$ cat config.mk
export PLATFORM = sky130hd
export DESIGN_NAME = riscv_processor
export DESIGN_NICKNAME = d
export VERILOG_FILES = /design/src/rtl/riscv_pkg.sv /design/src/rtl/riscv_processor_alu.sv /design/src/rtl/riscv_processor.sv
export SDC_FILE = /design/constraint.sdc
export NUM_CORES = 2
export LEC_CHECK = 0
export CAP_MARGIN = 20
export CELL_PAD_IN_SITES_DETAIL_PLACEMENT = 1
export CELL_PAD_IN_SITES_GLOBAL_PLACEMENT = 1
export CORE_ASPECT_RATIO = 0.5
export CORE_MARGIN = 5
export CORE_UTILIZATION = 51
export DETAILED_ROUTE_END_ITERATION = 6
export GPL_ROUTABILITY_DRIVEN = 0
export GPL_TIMING_DRIVEN = 0
export PLACE_DENSITY_LB_ADDON = 0.1
export SLEW_MARGIN = 20
export SYNTH_ARGS = -nofsm -noshare
export SYNTH_HDL_FRONTEND = slang
export SYNTH_HIERARCHICAL = 1
export SYNTH_SLANG_ARGS = --single-unit
$ cat constraint.sdc
create_clock -name clk -period 17.5 [get_ports clk]
set_clock_uncertainty 0.05 [all_clocks]
set_input_delay 5.25 -clock clk [delete_from_list [all_inputs] [get_ports clk]]
set_output_delay 5.25 -clock clk [all_outputs]
set_load 0.02 [all_outputs]
$ cat src/rtl/riscv_pkg.sv
// Shared definitions for the single-cycle RV32I-subset core: opcodes and
// the control encodings used between the decoder, ALU and writeback mux.
package riscv_pkg;

    localparam logic [6:0] OP     = 7'b0110011;
    localparam logic [6:0] OP_IMM = 7'b0010011;
    localparam logic [6:0] LOAD   = 7'b0000011;
    localparam logic [6:0] STORE  = 7'b0100011;
    localparam logic [6:0] BRANCH = 7'b1100011;
    localparam logic [6:0] JAL    = 7'b1101111;
    localparam logic [6:0] JALR   = 7'b1100111;
    localparam logic [6:0] LUI    = 7'b0110111;
    localparam logic [6:0] AUIPC  = 7'b0010111;

    typedef enum logic [2:0] {
        ALU_ADD,
        ALU_SUB,
        ALU_AND,
        ALU_OR,
        ALU_SLT
    } alu_ctrl_e;

    typedef enum logic [2:0] {
        WB_ALU,
        WB_MEM,
        WB_PC4,
        WB_IMM,
        WB_PC_IMM
    } wb_sel_e;

    typedef enum logic [1:0] {
        PC_PLUS4,
        PC_BRANCH,
        PC_JAL,
        PC_JALR
    } pc_sel_e;

endpackage

$ cat src/rtl/riscv_processor_alu.sv
// Combinational 32-bit ALU: add/sub wrap around, slt is a signed compare.
module alu
    import riscv_pkg::*;
(
    input  logic [2:0]  ctrl,
    input  logic [31:0] a,
    input  logic [31:0] b,
    output logic [31:0] result
);

    always_comb begin
        result = a + b;
        case (alu_ctrl_e'(ctrl))
            ALU_ADD: result = a + b;
            ALU_SUB: result = a - b;
            ALU_AND: result = a & b;
            ALU_OR:  result = a | b;
            ALU_SLT: result = {31'b0, $signed(a) < $signed(b)};
            default: result = a + b;
        endcase
    end

endmodule

$ cat src/rtl/riscv_processor.sv
// Single-cycle RV32I-subset core: PC, register file, decoder and immediate
// generation live here; instruction and data memories are external.
module riscv_processor
    import riscv_pkg::*;
(
    input  logic        clk,
    input  logic        reset,
    output logic [31:0] pc,
    input  logic [31:0] instruction,
    output logic        write_enable,
    output logic [31:0] address_to_mem,
    output logic [31:0] data_to_mem,
    input  logic [31:0] data_from_mem
);

    logic [31:0] pc_q, pc_d;
    logic [31:0] regs_q [32];
    logic [31:0] regs_d [32];

    logic [6:0]  opcode;
    logic [2:0]  funct3;
    logic [6:0]  funct7;
    logic [4:0]  rd, rs1, rs2;
    logic [31:0] imm_i, imm_s, imm_b, imm_j, imm_u;
    logic [31:0] rs1_val, rs2_val;

    logic [31:0] imm;
    logic        reg_we;
    logic        mem_we;
    logic        alu_src_imm;
    alu_ctrl_e   alu_ctrl;
    wb_sel_e     wb_sel;
    pc_sel_e     pc_sel;

    logic [31:0] alu_b, alu_res;
    logic [31:0] pc_plus4, pc_imm, wb_data;
    logic        br_eq, br_lt;

    assign opcode = instruction[6:0];
    assign rd     = instruction[11:7];
    assign funct3 = instruction[14:12];
    assign rs1    = instruction[19:15];
    assign rs2    = instruction[24:20];
    assign funct7 = instruction[31:25];

    assign imm_i = {{20{instruction[31]}}, instruction[31:20]};
    assign imm_s = {{20{instruction[31]}}, instruction[31:25], instruction[11:7]};
    assign imm_b = {{19{instruction[31]}}, instruction[31], instruction[7],
                    instruction[30:25], instruction[11:8], 1'b0};
    assign imm_j = {{11{instruction[31]}}, instruction[31], instruction[19:12],
                    instruction[20], instruction[30:21], 1'b0};
    assign imm_u = {instruction[31:12], 12'b0};

    // x0 is never written, so its flop stays at its reset value of zero
    assign rs1_val = regs_q[rs1];
    assign rs2_val = regs_q[rs2];

    assign br_eq = (rs1_val == rs2_val);
    assign br_lt = ($signed(rs1_val) < $signed(rs2_val));

    always_comb begin
        reg_we      = 1'b0;
        mem_we      = 1'b0;
        alu_src_imm = 1'b0;
        alu_ctrl    = ALU_ADD;
        imm         = imm_i;
        wb_sel      = WB_ALU;
        pc_sel      = PC_PLUS4;
        case (opcode)
            OP: begin
                reg_we = 1'b1;
                case ({funct7, funct3})
                    10'b0000000_000: alu_ctrl = ALU_ADD;
                    10'b0100000_000: alu_ctrl = ALU_SUB;
                    10'b0000000_111: alu_ctrl = ALU_AND;
                    10'b0000000_110: alu_ctrl = ALU_OR;
                    10'b0000000_010: alu_ctrl = ALU_SLT;
                    default:         reg_we   = 1'b0;
                endcase
            end
            OP_IMM: begin
                reg_we      = (funct3 == 3'b000);
                alu_src_imm = 1'b1;
            end
            LOAD: begin
                reg_we      = (funct3 == 3'b010);
                alu_src_imm = 1'b1;
                wb_sel      = WB_MEM;
            end
            STORE: begin
                mem_we      = (funct3 == 3'b010);
                alu_src_imm = 1'b1;
                imm         = imm_s;
            end
            BRANCH: begin
                imm = imm_b;
                if ((funct3 == 3'b000 && br_eq) || (funct3 == 3'b100 && br_lt))
                    pc_sel = PC_BRANCH;
            end
            JAL: begin
                reg_we = 1'b1;
                imm    = imm_j;
                wb_sel = WB_PC4;
                pc_sel = PC_JAL;
            end
            JALR: begin
                if (funct3 == 3'b000) begin
                    reg_we      = 1'b1;
                    alu_src_imm = 1'b1;
                    wb_sel      = WB_PC4;
                    pc_sel      = PC_JALR;
                end
            end
            LUI: begin
                reg_we = 1'b1;
                imm    = imm_u;
                wb_sel = WB_IMM;
            end
            AUIPC: begin
                reg_we = 1'b1;
                imm    = imm_u;
                wb_sel = WB_PC_IMM;
            end
            default: ;
        endcase
    end

    assign alu_b = alu_src_imm ? imm : rs2_val;

    alu u_alu (
        .ctrl   (alu_ctrl),
        .a      (rs1_val),
        .b      (alu_b),
        .result (alu_res)
    );

    assign pc_plus4 = pc_q + 32'd4;
    assign pc_imm   = pc_q + imm;

    always_comb begin
        case (wb_sel)
            WB_ALU:    wb_data = alu_res;
            WB_MEM:    wb_data = data_from_mem;
            WB_PC4:    wb_data = pc_plus4;
            WB_IMM:    wb_data = imm;
            WB_PC_IMM: wb_data = pc_imm;
            default:   wb_data = alu_res;
        endcase
    end

    always_comb begin
        case (pc_sel)
            PC_PLUS4:  pc_d = pc_plus4;
            PC_BRANCH: pc_d = pc_imm;
            PC_JAL:    pc_d = pc_imm;
            PC_JALR:   pc_d = alu_res & ~32'd1;
            default:   pc_d = pc_plus4;
        endcase
    end

    // jalr target comes from the old rs1 because the write lands at the edge
    always_comb begin
        regs_d = regs_q;
        if (reg_we && rd != 5'd0)
            regs_d[rd] = wb_data;
    end

    always_ff @(posedge clk or negedge reset) begin
        if (!reset) begin
            pc_q <= '0;
            for (int i = 0; i < 32; i++)
                regs_q[i] <= '0;
        end else begin
            pc_q   <= pc_d;
            regs_q <= regs_d;
        end
    end

    assign pc             = pc_q;
    assign write_enable   = mem_we & reset;
    assign address_to_mem = alu_res;
    assign data_to_mem    = rs2_val;

endmodule

== Word level (Yosys, flattened, before mapping) ==
Index checks and enable logic that the tools add are counted.
Cells by class
  add/subtract/negate cells: 4
  $mul: 0
  divide/modulo/power cells: 0
  $lt $le $gt $ge: 6
  eq/ne operators: 27
  shifts and indexed selects: 0
  muxes and demuxes: 26
  bitwise operators: 6
  reduce and logical (&&, ||, !) cells: 14
Operators with widths (number)
  $bwmux W1024: 1
  $bmux W32 S5: 2
  $pmux W32 S4: 2
  $mux W32: 6
  $demux W32 S5: 1
  $pmux W31 S4: 1
  $pmux W32 S3: 1
  $add A32 B32 Y32: 2
  $lt A32 B32 Y1: 2
  $add A32 B3 Y32 const B: 1
  $and A32 B32 Y32: 1
  $eq A32 B32 Y1: 1
  $or A32 B32 Y32: 1
  $sub A32 B32 Y32: 1
  $eq A7 B6 Y1 const B: 3
  $eq A7 B7 Y1 const B: 3
  $eq A10 B3 Y1 const B: 2
  $ge A6 B6 Y1 const B: 3
  $not A5 Y6: 3
  $eq A3 B2 Y1 const B: 5
  $pmux W3 S5: 1
  $eq A7 B5 Y1 const B: 2
  $pmux W3 S4: 1
  $eq A10 B2 Y1 const B: 1
  other kinds (23): 36
Storage, ports and cells
  register bits after elaboration: 1056
  bits in latches: 0
  RAM bits: 0
  bits in read-only memories: 0
  input port bits: 66
  output and inout port bits: 97
  logic and storage cells: 116
  memories kept: 0

== Depth between registers and ports, before layout ==
  depth after elaboration: 12
  depth in mapped cells: 27

== Cells and area by module ==
Netlist, hierarchy kept.
Modules (own cells, without submodules)
  riscv_processor: times used 1, cells an instance 5141, area each 57945.6 um^2, sequential area each 26425.3 um^2
  alu: times used 1, cells an instance 740, area each 4813.4 um^2, sequential area each 0.0 um^2

== Worst setup path before layout ==
OpenSTA, ideal clock, no wires.
  path kind: in2out
  start: input port instruction[20]
  end: output port address_to_mem[24]
  arrival time: 10287 ps
  data required time: 12200 ps
  setup slack: 1913 ps
  cell stages on the path: 19
  path buffers: 4
  cells stage by stage: clkbuf_1 -> clkbuf_1 -> buf_1 -> mux4_2 -> mux4_2 -> mux2i_1 -> a21oi_1 -> inv_1 -> ha_1 -> buf_2 -> a21oi_1 -> o31ai_1 -> a2111oi_2 -> nand3_1 -> a2111oi_2 -> o21bai_1 -> a211oi_1 -> o21ai_0 -> a21boi_0
On the way
  longest elaborated chain between the ends: 7
Ends and longest elaborated chain
  from (decl): line riscv_processor.sv:9  | input logic [31:0] instruction,
  $not A5 Y6 (not written as such) *: line riscv_processor.sv:56  | assign rs2_val = regs_q[rs2];
  $bmux W32 S5 *: line riscv_processor.sv:56
  $mux W32 (not written as such) * (2 in a row): line riscv_processor.sv:56
  $mux W32 *: line riscv_processor.sv:128  | assign alu_b = alu_src_imm ? imm : rs2_val;
  net alu_b[17]: line riscv_processor.sv:35  | logic [31:0] alu_b, alu_res;
  $add A32 B32 Y32 / $sub A32 B32 Y32 (equally long branches): line riscv_processor_alu.sv:14, riscv_processor_alu.sv:19, riscv_processor_alu.sv:15
  $pmux W32 S4 *: line riscv_processor_alu.sv:13  | case (alu_ctrl_e'(ctrl))
  to (decl): line riscv_processor.sv:11  | output logic [31:0] address_to_mem,
Mark *: on every way through the listed nets, which the timed path passes. The rest lies on a longest branch. The select of a mux whose other input is x is not followed.

== Worst setup path in the final report ==
  start: input port instruction[22]
  end: output port address_to_mem[0]
On the way
  longest elaborated chain between the ends: 7
Ends and longest elaborated chain
  $not A5 Y6 (not written as such): line riscv_processor.sv:56
  $bmux W32 S5: line riscv_processor.sv:56
  $mux W32 (not written as such) (2 in a row): line riscv_processor.sv:56
  $mux W32 *: line riscv_processor.sv:128
  net alu_b[2]: line riscv_processor.sv:35
  $lt A32 B32 Y1 *: line riscv_processor_alu.sv:18  | ALU_SLT: result = {31'b0, $signed(a) < $signed(b)};
  $pmux W32 S4 *: line riscv_processor_alu.sv:13
Marked as above.

==> PnR_summary.wiki <==
{| class="wikitable"
! Metric !! Value
|-
| Yosys warning count || 6
|-
| Initial antenna violation count || 37
|-
| Outcome || complete, but fails checks
|-
| Crit Path Max Fanout || 10
|-
| Total number of vias || 59620
|-
| Post-route DRC violation count || 4
|-
| Number of top-level pins || 163
|-
| Tightest Pin Transition || 1.460 ns
|-
| Violations in the final reports || DRC, setup timing
|-
| Buffers on Ports || 152
|-
| Final instance area || about 71000 um2
|-
| Hold bufs inserted after CTS || 0
|-
| CTS clk-pin slew, worst paths || ~0.060 ns
|-
| Vias in the first global route || 60530
|-
| Signed area change from the synthesized netlist to the final layout || 13.33%
|-
| Post-synthesis async set-or-reset flop share || 1.000
|-
| Proportion of layout cells with a drive suffix above 1 || 0.1872
|-
| Largest net degree at the start of global routing || 128
|-
| Shortest clock period the worst path allows after layout || 17.71 ns
|-
| Peak supply drop || 0.00008280 V
|-
| Path class of the lowest-slack min-delay path || flop to flop
|-
| CP cell instances || clkdlybuf4s50_1 -> clkbuf_2 -> mux4_2 -> mux2i_2 -> inv_1 -> mux2_2 -> inv_1 -> ha_1 -> o21bai_1 -> a2111oi_2 -> o31ai_2 -> o2111ai_1 -> nand2_1 -> a21oi_1 -> o21ai_1 -> a2111o_1 -> o21ai_1 -> clkdlybuf4s50_1
|-
| Initial drt markers || a little under 10000
|-
| Synth top area share || 0.4211
|-
| Worst Hold Slack || 0.4340 ns
|-
| Req. time, crit path || 12.20 ns
|-
| Number of clock sinks || 1056
|-
| Launch point of the critical path || instruction[22]
|-
| Site Rows || 91
|-
| Slowest CP cell || clkdlybuf4s50_1
|-
| Routed vias/inst || 7.554
|-
| Count of placed standard cells including taps || 7686
|-
| Total routing resource utilization after global routing || 0.4806
|-
| Number of cell instances on the worst register-to-register path || 22
|-
| Count of pins over their slew limit || 0
|-
| Unrepaired setup endpoints after global routing || true
|-
| Gate count of the mapped netlist || 5881
|-
| Max Cap Violations || 0
|-
| Maximum clock insertion buffer count || 3
|-
| DR pass1 iterations || 7
|-
| Register-to-register setup slack || 9.17 ns
|-
| Initial standard-cell utilization of the core || 0.5113
|-
| Launching point of the worst reg2reg path || regs_q[516]$_DFFE_PN0P_
|-
| FF-to-FF End || regs_q[471]$_DFFE_PN0P_
|-
| Final critical-path setup slack || -0.2102 ns
|-
| Arr. time, crit path || 12.41 ns
|-
| Cts bufs inserted || 100
|-
| Type of element capturing the critical path || output port
|-
| Die area || 130600 um2
|-
| Die boundary height || 258.1 um
|-
| Routed Wire Length || 318800 um
|-
| Half-perimeter wire length after detailed placement || 234400 um
|-
| Final setup fails || 8
|-
| Synth top area cells || dfrtp_1 42%, mux4_2 23%, o21ai_0 5.3%
|-
| Insertion delay of the later-clocked pin in the worst-skew pair || 0.79 ns
|-
| Total power || 6.327 mW
|-
| Max-Slew Margin vs Limit || 0.02676
|-
| Post-route antenna net violation count || 0
|-
| Static leakage || 29.98 nW
|-
| Count of cell types in the netlist || 91
|-
| Power per Cell Area || 88.96 nW/um2
|-
| Synthesized netlist net count || 6112
|-
| Dpl cell area || 67040 um2
|-
| Horizontal die dimension || 506.1 um
|-
| Final sum of negative setup slack || -0.5850 ns
|-
| Sequential fraction of the synthesis area || 0.4211
|-
| Flop and latch count out of synthesis || 1056
|-
| Worst setup slack before clock tree synthesis || -1.679 ns
|-
| Worst Hold Launch || regs_q[1012]$_DFFE_PN0P_
|-
| Syn_area_per_cell || 10.67 um2
|-
| Post-synth design cell area || 62760 um2
|-
| Number of stages on the worst hold path || 1
|-
| Finished Core Util || 0.5795
|-
| Multi-input gate area in the final layout || 33920 um2
|-
| CTS Root Cell || clkbuf_16
|-
| Fill count || about 13000
|-
| Final Hold Viols || 0
|-
| Sort of element at the start of the critical path || input pin
|-
| Peak clock frequency supported by timing || about 56 MHz
|-
| Average wire per cell in the routed design || 40.40 um
|-
| Sink of the worst hold path || regs_q[1012]$_DFFE_PN0P_
|-
| Prevailing post-synth register cell || dfrtp_1
|-
| Clock tree from TritonCTS || built
|-
| Sequential cell area || 26430 um2
|-
| Final net count || 6396
|-
| Number of H-tree branching levels || 3
|-
| Non-filler cells in the finished layout || 7893
|-
| Library cell with the largest summed area after synthesis || dfrtp_1
|-
| Critical path class || input pin to output port
|-
| GR Overflow Total || 0
|-
| Global-route wire length before repair || 445100 um
|-
| Final period util || 1.012
|-
| EDFF count, synth || 0
|-
| Delay of the slowest critical-path stage || slightly above 0.9 ns
|-
| Placeable core region || 122700 um2
|}
## what timing repair did
item,CTS,global route
endpoints found under the hold margin,0,0
cloned,0,0
pin swaps,0,0
setup endpoints to repair,28,15
resized for setup,103,85
setup buffers,0,2
## area by class of cell
class,instances,share of cell area
inverter,148,0.007811
sequential,1056,0.3715
timing repair buffer,183,0.02943
clock inverter,39,0.008426
multi-input combinational,4111,0.4769
antenna,22,0.0007740
clock buffer,142,0.04050
buffer,565,0.03605
tap,1627,0.02862
## sequential cells by signal (all words and copies together) (netlist names)
name and count:
regs_q 1024, pc 32
## placed cells by master, fill, tap and decap left out, types with 20 or more instances in the layout
cell type | synthesis | final
o21ai_1 | 31 | 35
xnor2_1 | 37 | 36
a221oi_1 | 30 | 26
mux4_2 | 640 | 640
a21o_1 | 57 | 57
o31ai_1 | 20 | 20
diode_2 | 0 | 22
nand4_1 | 29 | 29
inv_1 | 147 | 147
xor2_1 | 29 | 29
clkbuf_4 | 0 | 33
nand2_1 | 737 | 737
nor3_1 | 26 | 24
nor2_1 | 576 | 573
buf_2 | 72 | 87
a221o_1 | 26 | 26
clkbuf_8 | 0 | 23
clkbuf_2 | 0 | 57
buf_4 | 3 | 24
o21ai_0 | 669 | 661
a22oi_1 | 26 | 26
ha_1 | 162 | 162
mux2_2 | 41 | 41
nand3_1 | 45 | 45
a21oi_1 | 577 | 566
clkdlybuf4s50_1 | 0 | 150
clkbuf_1 | 432 | 369
dfrtp_1 | 1056 | 1056
clkbuf_16 | 0 | 100
## synth_stat cells (45+ instances only)
master / count
a21o_1: 57
a21oi_1: 577
buf_1: 58
buf_2: 72
clkbuf_1: 432
dfrtp_1: 1056
ha_1: 162
inv_1: 147
mux4_2: 640
nand2_1: 737
nand3_1: 45
nor2_1: 576
o21ai_0: 669
## how the worst max path moves through the flow
stage	to	slack (ns)	depth (start not counted)
final	address_to_mem[0]	-0.21	18
after floorplan	address_to_mem[24]	1.91	19
after detailed placement	address_to_mem[0]	-1.68	20
after global placement	regs_q[377]$_DFFE_PN0P_	-36.48	1
after global routing	address_to_mem[24]	-0.05	20
after CTS	address_to_mem[0]	-0.01	20
## critical path: cells and delay by family
| kind | cells | cell delay (ns) |
|---|---|---|
| AOI/OAI and AO/OA | 8 | 2.80 |
| buffers and inverters | 5 | 2.59 |
| muxes | 3 | 1.32 |
| adders and majority gates | 1 | 0.26 |
| and+or+nand+nor | 1 | 0.15 |
## kinds of logic (layout without fill, tap and decap cells)
logic type	count (synthesis)	after routing	synth area share
and+or+nand+nor	1537	1537	0.1010
buffers and inverters	714	1077	0.04444
DFF	1056	1056	0.4211
xor gates and xnor gates	66	66	0.009211
other	0	22	0
adders and majority gates	165	165	0.03325
muxes	719	719	0.2431
AOI/OAI and AO/OA	1624	1624	0.1479
## per-layer routing
metal  global-route usage  routed length, um  vias up
met1               0.5808             110000    30720
li1                     -                  -    22150
met3               0.3186              60260     1376
met4               0.2217              18450       65
met5              0.07931               2152        -
met2               0.6559             128000     5309
## power by group
group          switching [mW]  total [mW]  internal (mW)
clock network            1.11        2.42           1.31
registers              0.0937        2.60           2.51
logic                   0.877        1.30          0.426
(Power assumes the default switching activity.)
